$ cat config.mk
export PLATFORM = sky130hd
export DESIGN_NAME = fazyrv_wb_ram_adapter
export DESIGN_NICKNAME = d
export VERILOG_FILES = /design/src/rtl/fazyrv_wbram_pkg.sv /design/src/rtl/fazyrv_byte_merge.sv /design/src/rtl/fazyrv_wb_ram_adapter.sv
export SDC_FILE = /design/constraint.sdc
export NUM_CORES = 1
export LEC_CHECK = 0
export ABC_AREA = 1
export CAP_MARGIN = 0
export CORE_ASPECT_RATIO = 0.6
export CORE_MARGIN = 2
export CORE_UTILIZATION = 44
export CTS_BUF_LIST = sky130_fd_sc_hd__clkbuf_4 sky130_fd_sc_hd__clkbuf_8 sky130_fd_sc_hd__clkbuf_16
export DETAILED_ROUTE_END_ITERATION = 8
export GPL_ROUTABILITY_DRIVEN = 0
export PLACE_DENSITY = 0.84
export SYNTH_ARGS = -nofsm -noshare
export SYNTH_HDL_FRONTEND = slang
export SYNTH_SLANG_ARGS = --single-unit
$ cat constraint.sdc
create_clock -name clk_i -period 1.75 [get_ports clk_i]
set_clock_uncertainty 0.05 [all_clocks]
set_input_delay 0.4375 -clock clk_i [delete_from_list [all_inputs] [get_ports clk_i]]
set_output_delay 0.4375 -clock clk_i [all_outputs]
set_load 0.05 [all_outputs]
$ cat src/rtl/fazyrv_wbram_pkg.sv
// Shared types and constants for the Wishbone-to-RAM adapter.
package fazyrv_wbram_pkg;

    localparam int DATA_W = 32;
    localparam logic [3:0] SEL_FULL = 4'b1111;

    typedef enum logic [2:0] {
        IDLE,
        RD,
        RDW,
        WR,
        ACK
    } wbram_state_t;

endpackage

$ cat src/rtl/fazyrv_byte_merge.sv
// Combinational byte-lane merge: selected lanes come from new_data, the rest keep old_data.
module fazyrv_byte_merge
    import fazyrv_wbram_pkg::*;
(
    input  logic [DATA_W-1:0] old_data,
    input  logic [DATA_W-1:0] new_data,
    input  logic [3:0]        sel,
    output logic [DATA_W-1:0] merged
);

    genvar gi;
    generate
        for (gi = 0; gi < 4; gi++) begin : g_byte
            assign merged[gi*8 +: 8] = sel[gi] ? new_data[gi*8 +: 8] : old_data[gi*8 +: 8];
        end
    endgenerate

endmodule

$ cat src/rtl/fazyrv_wb_ram_adapter.sv
// Wishbone-classic slave in front of a single-port RAM without byte enables; partial stores are read-modify-write.
// Optional range checking with error response is enabled by defining FAZYRV_WBRAM_RANGE_CHK_EN.
module fazyrv_wb_ram_adapter
    import fazyrv_wbram_pkg::*;
#(
    parameter int ADRW  = 10,
    parameter int DEPTH = 1024
) (
    input  logic              clk_i,
    input  logic              rst_i,
    input  logic              wb_cyc_i,
    input  logic              wb_stb_i,
    input  logic              wb_we_i,
    input  logic [31:0]       wb_adr_i,
    input  logic [31:0]       wb_dat_i,
    input  logic [3:0]        wb_sel_i,
    output logic [31:0]       wb_dat_o,
    output logic              wb_ack_o,
    output logic              wb_err_o,
    output logic              ram_we_o,
    output logic [ADRW-1:0]   ram_waddr_o,
    output logic [ADRW-1:0]   ram_raddr_o,
    output logic [31:0]       ram_wdata_o,
    input  logic [31:0]       ram_rdata_i
);

    wbram_state_t state_reg, state_next;

    logic [ADRW-1:0]   idx_reg;
    logic [DATA_W-1:0] dat_reg;
    logic [3:0]        sel_reg;
    logic              we_reg;
    logic              err_reg;
    logic [DATA_W-1:0] merged_reg;
    logic [DATA_W-1:0] merged_next;
    logic [DATA_W-1:0] rdata_reg;

    logic              req_valid;
    logic [ADRW-1:0]   req_idx;
    logic              req_oor;
    logic              addr_unused;

    assign req_valid   = wb_cyc_i & wb_stb_i;
    assign req_idx     = wb_adr_i[ADRW+1:2];
    assign addr_unused = ^wb_adr_i;

`ifdef FAZYRV_WBRAM_RANGE_CHK_EN
    logic upper_nz;

    generate
        if (ADRW < 30) begin : g_upper
            assign upper_nz = |wb_adr_i[31:ADRW+2];
        end else begin : g_no_upper
            assign upper_nz = 1'b0;
        end
    endgenerate

    assign req_oor  = upper_nz | ({1'b0, req_idx} >= (ADRW+1)'(DEPTH));
    assign wb_err_o = (state_reg == ACK) & err_reg;
`else
    // Without range checking the index simply wraps, so DEPTH has no effect.
    localparam int DEPTH_UNUSED = DEPTH;
    assign req_oor  = 1'b0;
    assign wb_err_o = 1'b0;
`endif

    always_ff @(posedge clk_i) begin
        if (rst_i) begin
            state_reg <= IDLE;
        end else begin
            state_reg <= state_next;
        end
    end

    always_comb begin
        state_next = state_reg;
        unique case (state_reg)
            IDLE: begin
                if (req_valid) begin
                    if (req_oor) begin
                        state_next = ACK;
                    end else if (!wb_we_i) begin
                        state_next = RD;
                    end else if (wb_sel_i == SEL_FULL) begin
                        state_next = WR;
                    end else if (wb_sel_i == 4'b0000) begin
                        state_next = ACK;
                    end else begin
                        state_next = RD;
                    end
                end
            end
            RD:      state_next = RDW;
            RDW:     state_next = we_reg ? WR : ACK;
            WR:      state_next = ACK;
            ACK:     state_next = IDLE;
            default: state_next = IDLE;
        endcase
    end

    fazyrv_byte_merge u_merge (
        .old_data (ram_rdata_i),
        .new_data (dat_reg),
        .sel      (sel_reg),
        .merged   (merged_next)
    );

    // Request fields are captured only on acceptance so a master changing the bus mid-transaction has no effect.
    always_ff @(posedge clk_i) begin
        if (rst_i) begin
            idx_reg    <= '0;
            dat_reg    <= '0;
            sel_reg    <= '0;
            we_reg     <= 1'b0;
            err_reg    <= 1'b0;
            merged_reg <= '0;
            rdata_reg  <= '0;
        end else begin
            if (state_reg == IDLE && req_valid) begin
                idx_reg <= req_idx;
                dat_reg <= wb_dat_i;
                sel_reg <= wb_sel_i;
                we_reg  <= wb_we_i;
                err_reg <= req_oor;
            end
            if (state_reg == RDW) begin
                if (!we_reg) begin
                    rdata_reg <= ram_rdata_i;
                end
                merged_reg <= merged_next;
            end
        end
    end

    assign wb_ack_o    = (state_reg == ACK) & ~err_reg;
    assign wb_dat_o    = rdata_reg;
    assign ram_we_o    = (state_reg == WR);
    assign ram_waddr_o = idx_reg;
    assign ram_raddr_o = idx_reg;
    assign ram_wdata_o = (sel_reg == SEL_FULL) ? dat_reg : merged_reg;

endmodule

Word-level counts from Yosys, hierarchy flattened
Cells that the tools add are included.
{ "classes": {"eq_ne": 7, "muxes": 11, "bitwise_logic": 2, "n_reduce_logical": 4} }
{ "op_table": {"columns": ["cell", "n"], "rows": [
  ["$mux W32", 1],
  ["$mux W8", 4],
  ["$mux W3", 5],
  ["$pmux W3 S4", 1],
  ["$eq A4 B4 Y1 const B", 2],
  ["$eq A3 B2 Y1 const B", 2],
  ["$logic_not A4 Y1", 1],
  ["$eq A3 B1 Y1 const B", 1],
  ["$eq A3 B3 Y1 const B", 1],
  ["$logic_not A3 Y1", 1],
  ["$ne A2 B2 Y1 const B", 1],
  ["$reduce_and A2 Y1", 1],
  ["$and A1 B1 Y1", 1],
  ["$logic_and A1 B1 Y1", 1],
  ["$not A1 Y1", 1]
]} }
{ "totals": {"reg_bits": 114, "in_bits": 105, "wordCells": 31} }

Logic depth before layout (Yosys ltp)
Gate-level depths: netlist (run 1).
{ "depth": {"word_depth": 6, "depth_mapped": 9} }

Modules after synthesis
A second synthesis (run 1) with hierarchy kept.
{ "unflattened": {"hier_cells": 796, "area_unflattened_um2": 5119.9} }
{ "modules_own_cells": {"columns": ["mod", "n_inst", "cells_per_inst", "area_each_um2", "seq_area_each_um2"], "rows": [
  ["fazyrv_wb_ram_adapter", 1, 692, 4699.5, 2282.2],
  ["fazyrv_byte_merge", 1, 104, 420.4, 0.0]
]} }

Worst setup path after synthesis (run 1)
No wires, ideal clock.
{ "synth_path": {"path_kind": "register -> output", "from": "reg sel_reg[1]", "to": "out ram_wdata_o[10]", "t_arrival_ns": 1.715, "path_slack_ns": -0.453, "path_stages_with_launch": 6, "path_buffers": 1, "path_cell_list": "dfxtp_1 > inv_2 > nor3_4 > buf_2 > nor2_1 > a21oi_1"} }
{ "synth_between": {"elab_chain_cells": 2} }
{ "synth_rtl": {"columns": ["element", "line_no", "source"], "rows": [
  ["from (decl)", "fazyrv_wb_ram_adapter.sv:31", "logic [3:0] sel_reg;"],
  ["from (signal assigned)", "fazyrv_wb_ram_adapter.sv:122", "sel_reg <= wb_sel_i;"],
  ["$eq A4 B4 Y1", "fazyrv_wb_ram_adapter.sv:140", "assign ram_wdata_o = (sel_reg == SEL_FULL) ? dat_reg : merged_reg;"],
  ["$mux W32", "fazyrv_wb_ram_adapter.sv:140", null],
  ["to (decl)", "fazyrv_wb_ram_adapter.sv:23", "output logic [31:0] ram_wdata_o,"]
]} }
No other way between the ends.

Worst setup path after layout (run 1)
{ "layout_path": {"from": "reg sel_reg[3]", "to": "out ram_wdata_o[5]"} }
The elaborated chain is that of the path after synthesis.

==> results summary, run 1 <==
The largest total area in the synthesized netlist belongs to sky130_fd_sc_hd__dfxtp_1. The maximum fanout along the worst path came out at 14. The worst setup path is captured at a primary output. The total count of max-transition violations in the final report is 0.

The die width came out at 142 um. The I/O pin count came out at 192. The DRC violations left came out at 0.

In this design, the critical path's most frequently occurring cell is sky130_fd_sc_hd__buf_12. In this design, the largest share of critical-path delay is due to buffers and inverters. The detailed placement HPWL came out at 10,000 um.

The worst setup path is launched from a flop. The mean cell area of the mapped netlist is 6.58 sq um. The arrival time of data at the critical path endpoint is 1.69 ns. The share of post-route cells with drive strength above 1 is 24.1%.

The number of warnings reported in the yosys synthesis log is 0. TritonCTS built the clock tree. The tree is rooted in a sky130_fd_sc_hd__clkbuf_16.

The post-synthesis cell type count is 21. The vertical extent of the die is 86.6 um. Together, buffers and inverters on the worst path number 3.

The number of failing setup endpoints in the final timing report is 32. The total area inside the core boundary comes to 11,200 sq um. Once routing completed, OpenROAD measured the worst setup slack at -0.429 ns. The shortest clock period the worst path allows after layout came out at 2.18 ns. The total of hold buffers inserted after clock tree synthesis is 0. Yosys attributes the largest share of cell area to sky130_fd_sc_hd__dfxtp_1, sky130_fd_sc_hd__nand2_1, sky130_fd_sc_hd__nor2_1. The power density over cell area came out at 915 nW/um^2. The worst-skew pair later-pin latency came out at 0.41 ns. The synthesized netlist net count came out at 865. The global-route wire length before repair came out at 24,900 um. The path class of the tightest hold or removal check is flop to flop. The cell area after synthesis is 5000 sq um. The share of the Yosys chip area taken by registers is 45.7%. The final reports fail on negative setup slack. On the worst path, the slowest cell contributes a delay of 0.34 ns. The via-per-instance ratio is 4.79. The total design power came out at 7.49 mW. The area growth from synthesis to layout is 63.8%. The run finished, with violations left.

The number of levels the H-tree was split into came out at 4. The tightest hold path in the finished design has a slack of 0.416 ns. The peak ir drop on the vdd network is 0.000748 V. The instance count of the mapped netlist is 760. The final critical-path share of the clock period is 124%. The mean routed wirelength per cell is 13.8 um. The total number of clock tree sinks is 114. The largest individual stage delay along the critical path comes from the cell sky130_fd_sc_hd__dfxtp_1. The total iterations of the first detailed-routing run is 5. The violation count after the first detailed-routing iteration came out at 300.

Entering global routing, the biggest net connects 64 pins. The repair_antennas step left the layout with diodes totalling 0. Setup repair after global routing could not meet its margin everywhere. The routed wire length came out at 15,000 um.

By startpoint and endpoint, the worst setup path is classified as flop to primary output. The area enclosed by the die boundary came out at 12,300 sq um. The clock transition at the registers of the reported paths came out at 0.05 ns. The maximum buffer depth of the clock tree is 2. The overflow left after global routing is 0. The final hold violation count came to 0. The TritonCTS buffer count is 17. Summing over every cut layer, the via total after detailed routing is 5,219.

The worst register-to-register path has a setup slack of 0.41 ns. The initial cell density of the core is 44.7%. After floorplanning, the core was divided into 30 placement rows. The signal on the critical path passes through nand2_2, nor3_4, buf_6, buf_12, nor2_2, a21oi_2, buf_12. The data required time of the critical path came out at 1.26 ns. The total routing usage reported by global routing came out at 25.7%. After synthesis the netlist holds a flip-flop and latch count of 114. The via count of the first global-routing pass came to 5,087.

The initial antenna violation count was 0. The static leakage came out at 3.70 nW. At the end of the flow, the number of nets in the layout was 1,040. The number of routed nets with antenna violations came out at 0.

The count of port buffers added during placement came out at 168. The max-cap check violation count is 0. The highest clock frequency the design can meet is 0.459 GHz. The area share of the largest cell type after synthesis came out at 45.7%.
cell families after synthesis:
logic type	share of synthesized area [%]
AND/OR/NAND/NOR	31.0
flip-flops	45.7
buffers and inverters	9.99
other	0.0750
AO/OA/AOI/OAI	13.3
layout make-up:
| cell class | count | area [sq um] |
|---|---|---|
| Inverter | 53 | 199 |
| Sequential cell | 114 | 2290 |
| Fill cell | 852 | 3000 |
| Multi-Input combinational cell | 538 | 2560 |
| Clock buffer | 24 | 503 |
| Timing Repair Buffer | 211 | 2400 |
| Clock inverter | 6 | 55.1 |
| Tap cell | 144 | 180 |
placed cells by master, fill, tap and decap left out, types with 12 or more instances in the layout:
master	instances
sky130_fd_sc_hd__nand2_1	201
sky130_fd_sc_hd__nor2_1	175
sky130_fd_sc_hd__dfxtp_1	108
sky130_fd_sc_hd__clkdlybuf4s50_1	82
sky130_fd_sc_hd__buf_4	78
sky130_fd_sc_hd__o21ai_0	61
sky130_fd_sc_hd__inv_1	48
sky130_fd_sc_hd__buf_12	48
sky130_fd_sc_hd__a21oi_1	35
sky130_fd_sc_hd__a21oi_4	20
sky130_fd_sc_hd__nor2_2	20
sky130_fd_sc_hd__clkbuf_16	17
sky130_fd_sc_hd__a21oi_2	12
synthesized netlist by cell type:
master and n:
sky130_fd_sc_hd__a21oi_1 67, sky130_fd_sc_hd__inv_2 5, sky130_fd_sc_hd__clkbuf_2 1, sky130_fd_sc_hd__buf_4 11, sky130_fd_sc_hd__o21ai_1 3, sky130_fd_sc_hd__clkbuf_1 17
sky130_fd_sc_hd__nand2_1 202, sky130_fd_sc_hd__nand2_2 1, sky130_fd_sc_hd__nor2_2 3, sky130_fd_sc_hd__nor3b_1 1, sky130_fd_sc_hd__conb_1 1, sky130_fd_sc_hd__buf_6 3
sky130_fd_sc_hd__nor3_1 1, sky130_fd_sc_hd__o21ai_0 61, sky130_fd_sc_hd__inv_1 48, sky130_fd_sc_hd__nor3_4 1, sky130_fd_sc_hd__buf_2 23, sky130_fd_sc_hd__o21bai_1 1
sky130_fd_sc_hd__dfxtp_1 114, sky130_fd_sc_hd__nand3_1 2, sky130_fd_sc_hd__nor2_1 194
layer usage:
| metal | track usage, % | share of wire, % |
|---|---|---|
| met1 | 33.4 | 47 |
| met2 | 40.4 | 44 |
| met3 | 9.23 | 8.0 |
| met4 | 7.73 | 1.2 |
| met5 | 0 | 0 |
worst paths after layout:
kind / start / endpoint / cells past startpoint
min reg2reg: merged_reg[11] / merged_reg[11] / 2
max reg2reg: sel_reg[3] / merged_reg[30] / 6
max: sel_reg[3] / ram_wdata_o[5] / 7
min: merged_reg[11] / merged_reg[11] / 2
worst min-delay path: stages, from the launching register on:
cell,delay [ns]
sky130_fd_sc_hd__dfxtp_1,0.30
sky130_fd_sc_hd__nand2_1,0.06
sky130_fd_sc_hd__a21oi_1,0.06
through the flow:
| stage | cells | utilization (%) | instance area [sq um] | setup WS [ns] | setup TNS (ns) |
|---|---|---|---|---|---|
| 2_1_floorplan | 760 | - | 5270 | -0.237 | -3.15 |
| 3_3_place_gp | 1048 | 66.6 | 7450 | -0.0156 | -0.0219 |
| 3_5_place_dp | 1048 | 66.6 | 7450 | -0.0561 | -0.0883 |
| 4_1_cts | 1088 | 72.6 | 8120 | -0.405 | -12.20 |
| 5_1_grt | 1090 | 73.2 | 8190 | -0.481 | -14.37 |
| 6_report | 1090 | 73.2 | 8190 | -0.429 | -12.24 |
where the power goes:
| group | switching [mW] | leakage (nW) | internal, mW |
|---|---|---|---|
| Combinational | 0.838 | 2.48 | 0.549 |
| Sequential | 0.0741 | 0.931 | 2.74 |
| Clock | 1.17 | 0.286 | 2.12 |
| Total | 2.08 | 3.70 | 5.41 |
repair_timing:
item                       4_1_cts  5_1_grt
cloned                           0        0
setup buffers                   10        2
resized for setup               15       20
setup endpoints to repair       34       34
No activity file was read; power rests on OpenSTA's default activity.
==> run 2, diff against run 1 <==
ABC_AREA = not set   (was 1)
CORE_UTILIZATION = 45   (was 44)
PLACE_DENSITY = 0.85   (was 0.84)
==> run 2 against run 1 <==
Compared with the run above:
- the run still ends with negative setup slack left
- non-clock buffer count is 14 lower
- synthesized cell count is 26% lower
- sequential cell count stayed put
- highest routed layer unchanged
- total power is 2.1% higher
- sequential share of layout area is 0.14 points higher
- largest cell class unchanged
==> results summary, run 2 <==
In the post-synthesis netlist, the biggest area contributors are sky130_fd_sc_hd__dfxtp_1, sky130_fd_sc_hd__mux2i_1, sky130_fd_sc_hd__nand2b_1. The final critical-path share of the clock period came out at 122%. The floorplan step set the die width to 144 um. In this run the worst path has a maximum fanout of 8.

The area share of the largest cell type after synthesis came out at 43.2%. The routed wire length came out at 14,400 um. The total number of clock tree sinks came out at 114.

Timing would allow up to 0.470 GHz. The first detailed-routing pass ran for 4 iterations. The post-synthesis cell type count is 27. The startpoint identified for the worst hold timing path is wb_dat_o[9]. The fraction of power consumed by the clock network is 47.6%. By instance count, the leading cell after synthesis is sky130_fd_sc_hd__dfxtp_1.

The total count of max-transition violations in the final report is 0. In this design, the stage delay of the slowest critical-path cell is 0.33 ns. Counting I/O delays and the setup requirement, the final critical path takes 2.13 ns. The count of flip-flops with a built-in enable after synthesis came out at 0. The cell area after synthesis came out at 5290 sq um. The startpoint of the worst-slack reg-to-reg timing path is state_reg[0].

The flow ran to the end, but the final reports show violations. The number of warnings reported in the yosys synthesis log is 0. The flip-flop and latch count after synthesis is 114.

The cell that appears most often on the critical path is sky130_fd_sc_hd__buf_6. The most common cell after layout, fill and taps aside is sky130_fd_sc_hd__dfxtp_1. The beginning of the critical path is sel_reg[2]. No sink is reached through more buffers than the 2 on the longest clock path.

The share of synthesized registers carrying an async set or reset is 0%. The area enclosed by the die boundary is 12,700 sq um. The via-per-instance ratio came out at 5.04. The detailed router placed 4,507 vias in this run. The clock tree from TritonCTS is done. The critical path start-end classification is flop to primary output. In this run the clock root is driven by a sky130_fd_sc_hd__clkbuf_16. The total design power is 7.65 mW.

The first global-routing pass estimated 22,600 um of wire. For this block, the initial DRC count from the detailed router was 133. The floorplan step set the die height to 87.9 um.

The number of diodes is 0. The largest total area in the synthesized netlist belongs to sky130_fd_sc_hd__dfxtp_1. Setup violations remaining at the end of the flow were counted as 32. The clock transition at the registers of the reported paths came out at 0.05 ns. The instance count of the mapped netlist came out at 561. The peak ir drop on the vdd network came out at 0.000645 V. The proportion of power drawn by combinational gates came out at 15.9%. Across the run, the number of max-cap violations was 0. The cell type of the slowest stage on the worst timing path is sky130_fd_sc_hd__dfxtp_2. The region available for standard cell placement spans 11,400 sq um.

The power density over cell area is 937 nW/um^2. The worst setup path is launched from a flop. The met1 capacity usage during global routing came out at 29.6%. The number of routed nets with antenna violations is 0. Compared with the post-synthesis result, the final layout area differs by 54.5%.

The flip-flop cell with the highest count after synthesis is sky130_fd_sc_hd__dfxtp_1. During placement, the flow inserted port buffers numbering 168. Counting instances in the post-synthesis netlist gives the leading cell types as sky130_fd_sc_hd__dfxtp_1, sky130_fd_sc_hd__nand2b_1, sky130_fd_sc_hd__mux2i_1.

Internal power comes to 5.71 mW. The floorplan row count is 30. The synthesized netlist net count is 666. The final hold violation count is 0. The final cell count without fillers came out at 894. The worst-skew pair later-pin latency is 0.40 ns. Of the cells placed in the final design, the portion with a size suffix greater than 1 is 26.6%.

The average instance in the mapped netlist occupies 9.42 sq um. The arrival time of data at the critical path endpoint is 1.64 ns. The met2 track demand over resource in global routing is 37.9%. The via count of the first global-routing pass is 4,503. The most utilized layer in the global route result is met2. The TritonCTS buffer count is 17.

The pin count of the biggest net entering global routing is 66. The DRC violations left came out at 0. The initial antenna violation count came out at 0.

The data required time of the critical path is 1.26 ns. Per report_power, the sequential group accounts for 36.5% of the total. STA classifies the critical path endpoint as a primary output. The total overflow left after global routing is 0. In this run the worst hold path is classified as flop to flop. The final reports fail on negative setup slack.

In this run the power spent charging and discharging nets is 1.93 mW. The I/O pin count is 192. Detailed placement ended at an HPWL of 9860 um.

The register area share after synthesis came out at 43.2%. After detailed routing, the average wire length per cell comes to 16.1 um. The total routing usage reported by global routing is 23.1%. The number of levels the H-tree was split into came out at 4.

Traced cell by cell, the critical path runs through nand4_1, buf_6, buf_12, mux2_4, buf_6. The setup slack at placement is -0.247 ns. The number of instances in the placed design came out at 856. The global-route met3 utilization came out at 7.38%.

In the layout the commonest cells are sky130_fd_sc_hd__dfxtp_1, sky130_fd_sc_hd__nand2b_1, sky130_fd_sc_hd__clkdlybuf4s50_1, sky130_fd_sc_hd__mux2i_1. For this design the static power due to leakage is 3.17 nW. The worst setup slack after layout is -0.379 ns. Once the floorplan was initialized, standard cells occupied 46.5% of the core. The share of total power consumed by net switching came out at 25.3%. Setup repair after global routing could not meet its margin everywhere. Final hold analysis gives a worst-case slack of 0.403 ns. For this run, the post-layout net count is 826.
## run 2: cell count changes after synthesis, moves of 32 or more
cell | previous run | this run
sky130_fd_sc_hd__nor2_1 | 194 | 35
sky130_fd_sc_hd__nand2_1 | 202 | 65
sky130_fd_sc_hd__nand2b_1 | 0 | 95
sky130_fd_sc_hd__mux2i_1 | 0 | 79
sky130_fd_sc_hd__o21ai_0 | 61 | 1
sky130_fd_sc_hd__inv_1 | 48 | 2
sky130_fd_sc_hd__a211oi_1 | 0 | 32
sky130_fd_sc_hd__a21oi_1 | 67 | 35
sky130_fd_sc_hd__mux2_2 | 0 | 32
## run 2: worst max-delay path: cells and delay by family (launching register included)
kind / cells / cell delay (ns)
buffers and inverters: 3 / 0.48
DFF: 1 / 0.33
muxes: 1 / 0.31
and+or+nand+nor: 1 / 0.12
## run 2: worst paths after layout
kind | cells past startpoint | end | slack [ns]
setup / recovery | 5 | ram_wdata_o[22] | -0.38
hold / removal | 2 | wb_dat_o[9] | 0.40
setup reg to reg | 6 | merged_reg[20] | 0.08
hold reg to reg | 2 | wb_dat_o[9] | 0.40
## run 2: power by group through the flow
stage                     Sequential (mW)  Combinational [mW]  Clock, mW
final                                2.79                1.22       3.64
after CTS                            2.79                1.21       3.68
after global routing                 2.81                1.28       3.84
after floorplan                      2.92               0.599          0
after detailed placement             2.84                1.16          0
after global placement               2.83                1.14          0
## run 2: final cells by class
class / count / area (sq um)
Tap cell: 160 / 200
Fill cell: 784 / 3210
Clock buffer: 19 / 440
Sequential cell: 114 / 2300
Timing Repair Buffer: 197 / 2200
Clock inverter: 13 / 185
Multi-Input combinational cell: 389 / 2830
Inverter: 2 / 10.0
## run 2: layer usage
metal | vias up | share of wire, %
met5 | - | 0
met4 | 0 | 1.1
met3 | 16 | 7.3
met2 | 141 | 46
met1 | 2139 | 46
li1 | 2211 | -
## run 2: per-stage QoR
step	cell area, sq um	utilization [%]	TNS (ns)
floorplan	5290	-	-1.74
global placement	7180	63.1	-5.38
detailed placement	7180	63.1	-6.87
CTS	8150	71.6	-11.20
global route	8160	71.8	-13.08
finish	8160	71.8	-11.73
## run 2: cells by family (layout without fill, tap and decap cells)
logic type | Yosys count | count (layout) | share of synthesized area, %
simple gates | 207 | 207 | 20.3
other cells | 1 | 1 | 0.0710
buf+inv | 58 | 231 | 6.42
compound gates | 70 | 70 | 8.29
flops | 114 | 114 | 43.2
mux | 111 | 111 | 21.8
## run 2: repair_timing
action | CTS | global route
pin swaps | 2 | 2
setup endpoints to repair | 34 | 34
setup buffers | 4 | 1
gates resized for setup | 87 | 3
gates cloned | 2 | 0
hold buffers | 0 | 0
